**src/rtl/loader_pkg.sv**
```systemverilog
// Shared state encoding and default parameter values for the parameter/data loader.
package loader_pkg;

  typedef enum logic [2:0] {
    StIdle,
    StRdW,
    StRdF,
    StDrain,
    StDone
  } state_e;

  localparam int unsigned DefDataW = 8;
  localparam int unsigned DefAddrW = 6;
  localparam int unsigned DefK     = 3;
  localparam int unsigned DefImgW  = 4;

endpackage

```
**src/rtl/param_data_loader_if.sv**
```systemverilog
// Loader bus: window request from the controller, memory read port and PE-facing pair.
interface param_data_loader_if
  import loader_pkg::*;
#(
  parameter int unsigned DATA_W = DefDataW,
  parameter int unsigned ADDR_W = DefAddrW
);

  logic              start;
  logic [ADDR_W-1:0] weight_baseaddr;
  logic [ADDR_W-1:0] feature_baseaddr;
  logic [DATA_W-1:0] q;
  logic [ADDR_W-1:0] addr;
  logic              re;
  logic [DATA_W-1:0] w_out;
  logic [DATA_W-1:0] f_out;
  logic              acc_en;
  logic              rst_pe;
  logic              busy;
  logic              is_done_o;

  modport master (
    output start, weight_baseaddr, feature_baseaddr, q,
    input  addr, re, w_out, f_out, acc_en, rst_pe, busy, is_done_o
  );

  modport slave (
    input  start, weight_baseaddr, feature_baseaddr, q,
    output addr, re, w_out, f_out, acc_en, rst_pe, busy, is_done_o
  );

endinterface

```
**src/rtl/loader_addr_gen.sv**
```systemverilog
// Window address generator: latches the bases, walks the K x K window in raster order and
// supplies the next registered read address (weight or feature).
module loader_addr_gen
  import loader_pkg::*;
#(
  parameter int unsigned ADDR_W = DefAddrW,
  parameter int unsigned K      = DefK,
  parameter int unsigned IMG_W  = DefImgW
) (
  input  logic              clk,
  input  logic              rst,
  input  logic              load_i,
  input  logic              step_i,
  input  logic              feat_sel_i,
  input  logic [ADDR_W-1:0] wbase_i,
  input  logic [ADDR_W-1:0] fbase_i,
  output logic [ADDR_W-1:0] nxt_addr_o,
  output logic              last_o
);

  localparam int unsigned N    = K * K;
  localparam int unsigned CntW = (N > 1) ? $clog2(N) + 1 : 1;

  logic [ADDR_W-1:0] wbase_q, wbase_d;
  logic [ADDR_W-1:0] fbase_q, fbase_d;
  logic [ADDR_W-1:0] row_off_q, row_off_d;
  logic [CntW-1:0]   idx_q, idx_d;
  logic [CntW-1:0]   col_q, col_d;
  logic [ADDR_W-1:0] w_addr_next;
  logic [ADDR_W-1:0] f_addr;

  always_comb begin
    wbase_d   = wbase_q;
    fbase_d   = fbase_q;
    row_off_d = row_off_q;
    idx_d     = idx_q;
    col_d     = col_q;
    if (load_i) begin
      wbase_d   = wbase_i;
      fbase_d   = fbase_i;
      row_off_d = '0;
      idx_d     = '0;
      col_d     = '0;
    end else if (step_i) begin
      idx_d = idx_q + CntW'(1);
      // End of a kernel row: jump the feature pointer down one image row.
      if (col_q == CntW'(K - 1)) begin
        col_d     = '0;
        row_off_d = row_off_q + ADDR_W'(IMG_W);
      end else begin
        col_d = col_q + CntW'(1);
      end
    end
  end

  always_ff @(posedge clk or negedge rst) begin
    if (!rst) begin
      wbase_q   <= '0;
      fbase_q   <= '0;
      row_off_q <= '0;
      idx_q     <= '0;
      col_q     <= '0;
    end else begin
      wbase_q   <= wbase_d;
      fbase_q   <= fbase_d;
      row_off_q <= row_off_d;
      idx_q     <= idx_d;
      col_q     <= col_d;
    end
  end

  assign w_addr_next = wbase_q + ADDR_W'(idx_q) + ADDR_W'(1);
  assign f_addr      = fbase_q + row_off_q + ADDR_W'(col_q);
  assign last_o      = (idx_q == CntW'(N - 1));

  always_comb begin
    if (load_i) begin
      nxt_addr_o = wbase_i;
    end else if (feat_sel_i) begin
      nxt_addr_o = f_addr;
    end else begin
      nxt_addr_o = w_addr_next;
    end
  end

endmodule

```
**src/rtl/param_data_loader.sv**
```systemverilog
// Loads one K x K weight/feature window from a synchronous-read memory and presents
// weight/feature pairs to a PE, alternating weight and feature reads.
module param_data_loader
  import loader_pkg::*;
#(
  parameter int unsigned DATA_W = DefDataW,
  parameter int unsigned ADDR_W = DefAddrW,
  parameter int unsigned K      = DefK,
  parameter int unsigned IMG_W  = DefImgW
) (
  input logic               clk,
  input logic               rst,
  param_data_loader_if.slave bus
);

  if (IMG_W < K) begin : g_bad_img_w
    $error("param_data_loader: IMG_W must be >= K");
  end

  state_e            state_q, state_d;
  logic              drain_q, drain_d;
  logic [ADDR_W-1:0] addr_q, addr_d;
  logic              re_q, re_d;
  logic [DATA_W-1:0] w_hold_q, w_hold_d;
  logic [DATA_W-1:0] w_out_q, w_out_d;
  logic [DATA_W-1:0] f_out_q, f_out_d;
  logic              acc_en_q, acc_en_d;
  logic              f_pend_q, f_pend_d;
  logic              rst_pe_q, rst_pe_d;

  logic              accept;
  logic              step;
  logic              feat_sel;
  logic              last_elem;
  logic [ADDR_W-1:0] nxt_addr;

  assign accept   = bus.start && ((state_q == StIdle) || (state_q == StDone));
  assign step     = (state_q == StRdF);
  assign feat_sel = (state_q == StRdW);

  loader_addr_gen #(
    .ADDR_W(ADDR_W),
    .K     (K),
    .IMG_W (IMG_W)
  ) u_addr_gen (
    .clk       (clk),
    .rst       (rst),
    .load_i    (accept),
    .step_i    (step),
    .feat_sel_i(feat_sel),
    .wbase_i   (bus.weight_baseaddr),
    .fbase_i   (bus.feature_baseaddr),
    .nxt_addr_o(nxt_addr),
    .last_o    (last_elem)
  );

  always_comb begin
    state_d = state_q;
    drain_d = drain_q;
    unique case (state_q)
      StIdle:  if (accept) state_d = StRdW;
      StRdW:   state_d = StRdF;
      StRdF: begin
        state_d = last_elem ? StDrain : StRdW;
        drain_d = 1'b0;
      end
      // Two drain cycles let the last feature word come back and be registered.
      StDrain: begin
        drain_d = ~drain_q;
        if (drain_q) state_d = StDone;
      end
      StDone:  state_d = accept ? StRdW : StIdle;
      default: state_d = StIdle;
    endcase
  end

  always_comb begin
    re_d     = (state_d == StRdW) || (state_d == StRdF);
    addr_d   = re_d ? nxt_addr : '0;
    w_hold_d = (state_q == StRdF) ? bus.q : w_hold_q;
    f_pend_d = (state_q == StRdF);
    acc_en_d = f_pend_q;
    w_out_d  = f_pend_q ? w_hold_q : w_out_q;
    f_out_d  = f_pend_q ? bus.q : f_out_q;
    rst_pe_d = accept;
  end

  always_ff @(posedge clk or negedge rst) begin
    if (!rst) begin
      state_q  <= StIdle;
      drain_q  <= 1'b0;
      addr_q   <= '0;
      re_q     <= 1'b0;
      w_hold_q <= '0;
      w_out_q  <= '0;
      f_out_q  <= '0;
      acc_en_q <= 1'b0;
      f_pend_q <= 1'b0;
      rst_pe_q <= 1'b0;
    end else begin
      state_q  <= state_d;
      drain_q  <= drain_d;
      addr_q   <= addr_d;
      re_q     <= re_d;
      w_hold_q <= w_hold_d;
      w_out_q  <= w_out_d;
      f_out_q  <= f_out_d;
      acc_en_q <= acc_en_d;
      f_pend_q <= f_pend_d;
      rst_pe_q <= rst_pe_d;
    end
  end

  assign bus.addr      = addr_q;
  assign bus.re        = re_q;
  assign bus.w_out     = w_out_q;
  assign bus.f_out     = f_out_q;
  assign bus.acc_en    = acc_en_q;
  assign bus.rst_pe    = rst_pe_q | ~rst;
  assign bus.busy      = (state_q == StRdW) || (state_q == StRdF) || (state_q == StDrain);
  assign bus.is_done_o = (state_q == StDone);

endmodule

```
**src/flat_wrapper.sv**
```systemverilog
// flat-port wrapper written by rule: the top's interface ports become plain ports
module param_data_loader_flat import loader_pkg::*;
#(
  parameter int unsigned DATA_W = DefDataW,
  parameter int unsigned ADDR_W = DefAddrW,
  parameter int unsigned K      = DefK,
  parameter int unsigned IMG_W  = DefImgW
)
  (clk, rst, bus_start, bus_weight_baseaddr, bus_feature_baseaddr, bus_q, bus_addr, bus_re, bus_w_out, bus_f_out, bus_acc_en, bus_rst_pe, bus_busy, bus_is_done_o);
  param_data_loader_if #(.DATA_W(DATA_W), .ADDR_W(ADDR_W)) bus_i ();
  input logic clk;
  input logic rst;
  input wire logic [$bits(bus_i.start)-1:0] bus_start;
  input wire logic [$bits(bus_i.weight_baseaddr)-1:0] bus_weight_baseaddr;
  input wire logic [$bits(bus_i.feature_baseaddr)-1:0] bus_feature_baseaddr;
  input wire logic [$bits(bus_i.q)-1:0] bus_q;
  output wire logic [$bits(bus_i.addr)-1:0] bus_addr;
  output wire logic [$bits(bus_i.re)-1:0] bus_re;
  output wire logic [$bits(bus_i.w_out)-1:0] bus_w_out;
  output wire logic [$bits(bus_i.f_out)-1:0] bus_f_out;
  output wire logic [$bits(bus_i.acc_en)-1:0] bus_acc_en;
  output wire logic [$bits(bus_i.rst_pe)-1:0] bus_rst_pe;
  output wire logic [$bits(bus_i.busy)-1:0] bus_busy;
  output wire logic [$bits(bus_i.is_done_o)-1:0] bus_is_done_o;
  assign bus_i.start = bus_start;
  assign bus_i.weight_baseaddr = bus_weight_baseaddr;
  assign bus_i.feature_baseaddr = bus_feature_baseaddr;
  assign bus_i.q = bus_q;
  assign bus_addr = bus_i.addr;
  assign bus_re = bus_i.re;
  assign bus_w_out = bus_i.w_out;
  assign bus_f_out = bus_i.f_out;
  assign bus_acc_en = bus_i.acc_en;
  assign bus_rst_pe = bus_i.rst_pe;
  assign bus_busy = bus_i.busy;
  assign bus_is_done_o = bus_i.is_done_o;
  param_data_loader #(.DATA_W(DATA_W), .ADDR_W(ADDR_W), .K(K), .IMG_W(IMG_W)) u_core (.clk(clk), .rst(rst), .bus(bus_i));
endmodule
```
**config.mk**
```make
export PLATFORM = sky130hd
export DESIGN_NAME = param_data_loader_flat
export DESIGN_NICKNAME = d
export VERILOG_FILES = /design/src/rtl/loader_pkg.sv /design/src/rtl/param_data_loader_if.sv /design/src/rtl/loader_addr_gen.sv /design/src/rtl/param_data_loader.sv /design/src/flat_wrapper.sv
export SDC_FILE = /design/constraint.sdc
export NUM_CORES = 1
export LEC_CHECK = 0
export ABC_AREA = 0
export CAP_MARGIN = 20
export CORE_UTILIZATION = 49
export DETAILED_ROUTE_END_ITERATION = 6
export HOLD_SLACK_MARGIN = 0.02
export PLACE_DENSITY_LB_ADDON = 0.3
export SLEW_MARGIN = 10
export SYNTH_ARGS = -nofsm -noshare
export SYNTH_HDL_FRONTEND = slang
export SYNTH_HIERARCHICAL = 1
export SYNTH_SLANG_ARGS = --single-unit
```
**constraint.sdc**
```tcl
create_clock -name clk -period 3.4 [get_ports clk]
set_input_delay 1.02 -clock clk [delete_from_list [all_inputs] [get_ports clk]]
set_output_delay 1.02 -clock clk [all_outputs]
set_load 0.01 [all_outputs]
```
== After elaboration in Yosys (flattened, before gate mapping) ==
Cells that the tools add are included.

* Bits in registers: 66
* Output and inout bits: 27
* Logic and storage cells: 60

* $add $sub $neg: 7
* Equal/unequal tests: 8
* Muxes and demuxes: 17
* Bitwise logic cells: 3
* Reduce and logical (&&, ||, !) cells: 10

{| class="wikitable"
|+ Operators by type and width
! operator !! number
|-
| 6-bit two-way mux || 6
|-
| 5-bit two-way mux || 5
|-
| 3-bit one-hot mux with 5 select lines || 1
|-
| 6-bit by 5-bit adder with 6-bit output || 2
|-
| 5-bit by 1-bit adder with 5-bit output, second input constant || 2
|-
| 3-bit by 2-bit == test with 1-bit output, second input constant || 3
|-
| 6-bit by 1-bit adder with 6-bit output, second input constant || 1
|-
| 6-bit by 3-bit adder with 6-bit output, second input constant || 1
|-
| 6-bit adder || 1
|-
| 3-bit by 1-bit == test with 1-bit output, second input constant || 2
|-
| 3-bit two-way mux || 2
|-
| 2-bit nonzero test || 3
|-
| 5-bit by 2-bit == test with 1-bit output, second input constant || 1
|-
| 5-bit by 4-bit == test with 1-bit output, second input constant || 1
|-
| 1-bit logical OR || 4
|-
| 3-bit == test, second input constant || 1
|-
| 3-bit zero test || 1
|-
| 2-bit two-way mux || 1
|-
| 1-bit NOT || 2
|-
| 1-bit one-hot mux with 2 select lines || 1
|-
| 2-bit AND reduction || 1
|-
| 1-bit logical AND || 1
|-
| 1-bit two-way mux || 1
|-
| 1-bit bitwise OR || 1
|}

== Depth between registers and ports, before layout ==
* Depth after elaboration: 8
* Depth in mapped cells: 10
* Depth with buffers taken out: 10

== Cells and area by module ==
The synthesis kept the hierarchy.

{| class="wikitable"
|+ By module, submodules not included
! module !! instances !! cells each !! area each (um2) !! sequential area each (um2)
|-
| loader_addr_gen || 1 || 171 || 1721.7 || 650.6
|-
| param_data_loader || 1 || 96 || 1451.4 || 950.9
|}

== Least setup slack after synthesis ==
Ideal clock, no wire load.

* Kind: register to register
* From: register u_core.u_addr_gen.col_q[2]
* To: register u_core.addr_q[5], in the netlist u_core/bus.addr[5]
* Arrival: 2.305 ns
* Data required time: 3.272 ns
* Slack: 0.967 ns
* Stages on the path, launching flop included: 10
* Buffers on the path: 0
* Period minus slack after synthesis: 2.433 ns
* Cell sequence: dfrtp_1 fa_1 inv_1 fa_1 nand2b_1 a21oi_1 xnor2_1 a2111oi_1 a21oi_1 a21boi_2

* Longest elaborated chain between the ends: 4

{| class="wikitable"
|+ Ends and longest elaborated chain
! element !! line !! RTL
|-
| start: declaration || loader_addr_gen.sv:28 || <nowiki>logic [CntW-1:0] col_q, col_d;</nowiki>
|-
| start signal: assignment || loader_addr_gen.sv:68 || <nowiki>col_q <= col_d;</nowiki>
|-
| 6-bit by 5-bit adder with 6-bit output || loader_addr_gen.sv:73 || <nowiki>assign f_addr = fbase_q + row_off_q + ADDR_W'(col_q);</nowiki>
|-
| 6-bit two-way mux || loader_addr_gen.sv:79 || <nowiki>end else if (feat_sel_i) begin</nowiki>
|-
| 6-bit two-way mux || loader_addr_gen.sv:77 || <nowiki>if (load_i) begin</nowiki>
|-
| named net u_core.nxt_addr[5] || param_data_loader.sv:35 || <nowiki>logic [ADDR_W-1:0] nxt_addr;</nowiki>
|-
| 6-bit two-way mux || param_data_loader.sv:79 || <nowiki>addr_d = re_d ? nxt_addr : '0;</nowiki>
|-
| named net u_core.addr_d[5] || param_data_loader.sv:22 || <nowiki>logic [ADDR_W-1:0] addr_q, addr_d;</nowiki>
|-
| end signal: assignment || param_data_loader.sv:103 || <nowiki>addr_q <= addr_d;</nowiki>
|-
| end: declaration || param_data_loader.sv:22 ||
|}

The timed path passes the listed nets, and every way through them passes these cells.
A chain may end at the register's enable or synchronous reset.

== Worst setup path after layout ==
* From: input port rst
* To: output port bus_rst_pe

* Longest elaborated chain between the ends: 2

{| class="wikitable"
|+ Ends and longest elaborated chain
! element !! line !! RTL
|-
| start: declaration || flat_wrapper.sv:12 || <nowiki>input logic rst;</nowiki>
|-
| 1-bit NOT || param_data_loader.sv:119 || <nowiki>assign bus.rst_pe = rst_pe_q | ~rst;</nowiki>
|-
| 1-bit bitwise OR || param_data_loader.sv:119 ||
|-
| end: declaration || flat_wrapper.sv:22 || <nowiki>output wire logic [$bits(bus_i.rst_pe)-1:0] bus_rst_pe;</nowiki>
|}

Every way passes these cells.

==> summary.md <==
| Metric | Value |
|---|---|
| Run status | `finished clean` |
| WL/cell | `14.57 um` |
| Die W | `between 80 and 90 um` |
| Clock slew at reported path FFs | `~0.07 ns` |
| Sink Count | `64` |
| Dpl hpwl | `4144 um` |
| Crit end category | `output pin` |
| I/O Buffers | `49` |
| Overall power | `around 3.6 mW` |
| Period utilisation layout | `0.8143` |
| Number of enable flip-flop cells after synthesis | `0` |
| Remaining global-route overflow | `0` |
| Number of CTS-inserted buffers | `9` |
| Routed Antenna Nets | `0` |
| Initial antenna violation count | `0` |
| P_leak | `1.740 nW` |
| Initial Util | `0.5205` |
| Hold wc startpoint | `u_core/w_hold_q[4]$_DFFE_PN0P_` |
| CTS tree | `built` |
| Gpl congestion | `0.8310` |
| Fin. max-slew vios | `0` |
| Largest net degree at the start of global routing | `65` |
| Slew margin rel. | `0.4601` |
| Mapped Cells | `about 270` |
| FF+latch count, synth | `64` |
| YS warnings | `6` |
| Seq/Total Area, Yosys | `0.5047` |
| Clock Latency Late Sink | `0.33 ns` |
| Setup Skew | `~0.008 ns` |
| Final setup fails | `0` |
| Area leader, netlist | `dfrtp_1` |
| RSZ-0062 raised after global routing | `false` |
| Pwr/cell area | `928.3 mW/mm^2` |
| Met2 usage | `0.2950` |
| WP data arrival | `1.75 ns` |
| Post-layout util | `0.6424` |
| Top post-synthesis cells by count | `dfrtp_1 (64), mux2_2 (33), nand2_1 (19)` |
| Core area | `0.006096 mm^2` |
| Fin Setup TNS | `0 ns` |
| Hold Crit Class | `reg2reg` |
| Placed cell area | `0.003722 mm^2` |
| Setup Buffers After CTS | `0` |
| Root buffer cell | `clkbuf_8` |
| Reg2reg path depth | `9` |
| Syn nets | `between 300 and 400` |
| Layout Nets | `365` |
| Cts repair resizes | `0` |
| Worst vdd ir | `0.4484 mV` |
| DR iter-0 viols | `89` |
| Post-Route WL | `between 5000 and 6000 um` |
| Leading post-synthesis cells by cell area | `dfrtp_1 (50%), mux2_2 (12%), ha_1 (6.3%)` |
| Top_reg_cell synth | `dfrtp_1` |
| Met3 usage | `0.04505` |
| Area of the die | `0.006801 mm^2` |
| Final Cell Area | `0.003916 mm^2` |
| Synth cell types | `46` |
| Avg Synthesized Cell Area | `11.88 um^2` |
| Post-synth top area share | `0.5047` |
| Worst R2R End | `u_core/bus.addr[5]$_DFF_PN0_` |
| Max-cap violation count | `0` |
| Type of element launching the critical path | `input port` |
| Dpl cells | `slightly below 400` |
| Layout cells sized above 1 | `0.1852` |
| CP Max Fanout | `2` |
| Fraction of registers with async set or reset after synthesis | `1.000` |
| Post-route DRC | `0` |
| Number of global-route vias before repair | `between 2000 and 2500` |
| Non-Filler Instances | `399` |
| Wire length of the first global-routing pass | `9542 um` |
| DR vias | `2061` |
| Row count | `28` |
| Post-CTS Hold Buffers | `0` |
| Count leader, synth | `dfrtp_1` |
| Die height | `82.47 um` |
| Global routing's busiest layer | `met2` |
| Gr usage total | `0.1921` |
| R2r setup slk | `0.78 ns` |
| Synthesized area | `about 0.0032 mm^2` |
| Count of final hold-check violations | `0` |
| N_diodes | `0` |
| Hold path depth | `1` |
| Final period demand of the worst path | `2.768 ns` |
| Hold EP | `u_core/bus.w_out[4]$_DFFE_PN0P_` |
| Htree depth | `3` |
| Synth-to-layout area growth | `23.42%` |
| F_max | `between 0.3 and 0.4 GHz` |
| Clock buffer depth | `2` |
| Worst r2r src | `u_core/u_addr_gen/col_q[2]$_DFFE_PN0P_` |
| DRT Pass-1 Iters | `6` |
| Vias/cell | `5.165` |
| M1 GR Usage | `0.2587` |
| Crit path kind | `in2out` |
| I/O Pins | `50` |
| Req. time, crit path | `around 2.4 ns` |
| Slew @ Worst Pin | `0.8063 ns` |
[metrics by stage]
stage / hold WS (ns) / setup WS (ns)
after floorplan: 0.3487 / 0.9674
after global placement: 0.4803 / 0.6199
after detailed placement: 0.4905 / 0.6159
after CTS: 0.5100 / 0.6159
after global routing: 0.5247 / 0.6064
final: 0.5083 / 0.6315
[state kept, by name, summed over array words and instances (netlist names), 4 cells and up]
name and count:
u_core/u_addr_gen/fbase_q 6, u_core/w_hold_q 8, u_core/bus.w_out 8, u_core/u_addr_gen/col_q 5, u_core/u_addr_gen/wbase_q 6, u_core/bus.addr 6, u_core/u_addr_gen/row_off_q 4, u_core/bus.f_out 8
u_core/u_addr_gen/idx_q 5
[area by class of cell]
cell class              instances  area (um^2)
clock inverters                 3        42.54
multi-input cells             179         1459
repair buffers                 53        515.5
fillers                       495         2180
clock buffers                  11        151.4
flip-flops and latches         64         1602
well taps                      75        93.84
inverters                      14        52.55
[logic make-up (layout without fill, tap and decap cells)]
logic type / count (synthesis) / count (layout) / share of synthesized area
adders and majority gates: 21 / 21 / 0.09464
and+or+nand+nor: 64 / 64 / 0.1092
xor gates and xnor gates: 14 / 14 / 0.03864
buffers and inverters: 24 / 81 / 0.03549
muxes: 37 / 37 / 0.1313
AOI/OAI and AO/OA: 43 / 43 / 0.08596
DFF: 64 / 64 / 0.5047
[metal layers]
metal / wire, um / share of wire
met1: 2832 / 0.49
met2: 2733 / 0.47
met4: 93 / 0.016
met3: 156 / 0.027
met5: 0 / 0
[report_power, final]
group          internal [mW]  switching (mW)
Sequential              1.09           0.258
Clock                  0.369           0.274
Combinational          0.930           0.715
Total                   2.39            1.25
[worst max-delay path by stage]
stage / from / end / cells after the start
floorplan: u_core/u_addr_gen/col_q[2]$_DFFE_PN0P_ / u_core/bus.addr[5]$_DFF_PN0_ / 9
global placement: rst / bus_rst_pe / 3
detailed placement: rst / bus_rst_pe / 3
CTS: rst / bus_rst_pe / 3
global route: rst / bus_rst_pe / 3
finish: rst / bus_rst_pe / 3
[critical path, cell delays in order]
cell	delay (ns)
buf_2	0.13
nand2b_1	0.07
clkdlybuf4s50_1	0.52
[cells in the final DEF (no fill, tap or decap), types with 2 or more instances in the layout]
| master | count |
|---|---|
| ha_1 | 16 |
| xor2_1 | 11 |
| o21ai_0 | 15 |
| a21o_1 | 2 |
| nand2b_1 | 4 |
| mux2_2 | 33 |
| nand4_1 | 2 |
| a21boi_1 | 5 |
| dfrtp_1 | 64 |
| nor2_1 | 17 |
| nand3_1 | 5 |
| inv_1 | 14 |
| clkbuf_8 | 11 |
| buf_4 | 4 |
| nand2_1 | 19 |
| xnor2_1 | 3 |
| nor2b_1 | 3 |
| a21oi_1 | 11 |
| fa_1 | 5 |
| mux2i_1 | 3 |
| and2_1 | 2 |
| a211oi_1 | 2 |
| clkdlybuf4s50_1 | 48 |
Power figures use the tool's default switching activity.
==> RTL edit (config.mk and constraints unchanged) <==
Set the package constant `DefDataW` to 16 (it was 8).
--- a/src/rtl/loader_pkg.sv
+++ b/src/rtl/loader_pkg.sv
@@ -11,3 +11,3 @@
 
-  localparam int unsigned DefDataW = 8;
+  localparam int unsigned DefDataW = 16;
   localparam int unsigned DefAddrW = 6;
Ports: changed (resized bus_f_out, bus_q and bus_w_out); port bits go from 50 to 74. The function was not compared with the original's and may differ.
==> RTL edit against the unedited design <==
- wire length rose by 29%
- global-route usage shrank 0.55 points
- design area grew 31%
- total power increased by 34%
- sequential cell count increased by 24
- highest routed layer unchanged
- utilization increased by 0.68 points
- setup slack got worse by 0.025 ns
- critical path type unchanged
- register-to-register slack got worse by 0.03 ns
- via count rose by 25%
- sequential share of layout area increased by 2.1 points
- synthesized area increased by 28%
- critical path depth unchanged
- largest power group unchanged
==> RTL edit: results (changes against the unedited design) <==
[grt]
grt_pass1_vias=2575  ; was 2,041
grt_first_pass_wirelength_um=12400  ; was 9540 um
track_usage_pct=18.7  ; was 19.2%
globalRouteMet3Util_pct=3.90  ; was 4.51%
grtUsageMet2_pct=29.0  ; was 29.5%
grt_max_degree=68  ; was 65

[placed_design]
io_buffer_count=73  ; was 49
dp.cells=486  ; was 385
place_congestion=0.819  ; was 0.831
dpl_cell_area_um2=4900  ; was 3720 um^2
place_hpwl_um=5330  ; was 4140 um

[power]
pwr-share-comb_pct=46.6  ; was 45.2%
p_seq_w=0.00181  ; was 0.00135 W
internal_power_w=0.00324  ; was 0.00239 W
p_leak_nw=2.23  ; was 1.74 nW

[critical_path]
r2r_start=u_core/u_addr_gen/row_off_q[2]  ; was u_core/u_addr_gen/col_q[2]
arrival_ns=1.77  ; was 1.75 ns
timing.reg2reg.setup_slack_ns=0.75  ; was 0.78 ns

[route]
wl_met1_um=3510  ; was 2830 um
drtIter0Drc=113  ; was 89
routedWlPerCell_um=14.9  ; was 14.6 um
vias_per_cell=5.14  ; was 5.17
first_pass_iters=4  ; was 6
wl_met2_um=3620  ; was 2730 um

[min_path]
hold_start=u_core/bus.f_out[4]  ; was u_core/w_hold_q[4]
whs_endpoint=u_core/bus.f_out[4]  ; was u_core/bus.w_out[4]

[synth]
yosysUniqueCellTypes=48  ; was 46
synth_area_per_cell_um2=12.8  ; was 11.9 um^2
yosysTopAreaCellShare_pct=54.1  ; was 50.5%
synthMuxAreaShare_pct=16.9  ; was 13.1%
synthXorXnorAreaFrac_pct=3.01  ; was 3.86%
synth_compound_gate_area_share_pct=6.70  ; was 8.60%
synth-seq-area-share_pct=54.1  ; was 50.5%
synth-adder-area-share_pct=7.37  ; was 9.46%
synthTopCellsByArea=dfrtp_1, mux2_2, ha_1  ; unchanged

[sta]
fin_ws_ns=0.607  ; was 0.632 ns
worst_hold_slack_ns=0.488  ; was 0.508 ns
slew_headroom_pct=44.8  ; was 46.0%

[finish]
drive_gt1_share_pct=21.3  ; was 18.5%

[outcome]
status=finished clean  ; unchanged

==> RTL edit: changes by cell type in the layout (fill, tap and decap cells not counted), moves of 2 or more <==
cell	unedited run	this run
buf_4	4	6
clkbuf_8	11	9
clkdlybuf4s50_1	48	72
clkinv_4	0	2
dfrtp_1	64	88
mux2_1	0	2
mux2_2	33	55
==> RTL edit: critical path, cell delays in order <==
cell and delay, ns:
buf_4 0.12, nand2b_1 0.09, clkdlybuf4s50_1 0.54
==> RTL edit: cell type report <==
class                   count  area, um^2
clock buffers               9         124
well taps                 102         128
inverters                  14        52.6
multi-input cells         203        1740
repair buffers             79         786
flip-flops and latches     88        2200
clock inverters             6        93.8
fillers                   599        2770
==> RTL edit: worst max path at each step <==
| stage | cells past startpoint | to |
|---|---|---|
| floorplan | 9 | u_core/bus.addr[5] |
| global placement | 3 | bus_rst_pe |
| detailed placement | 3 | bus_rst_pe |
| CTS | 3 | bus_rst_pe |
| global route | 3 | bus_rst_pe |
| finish | 3 | bus_rst_pe |
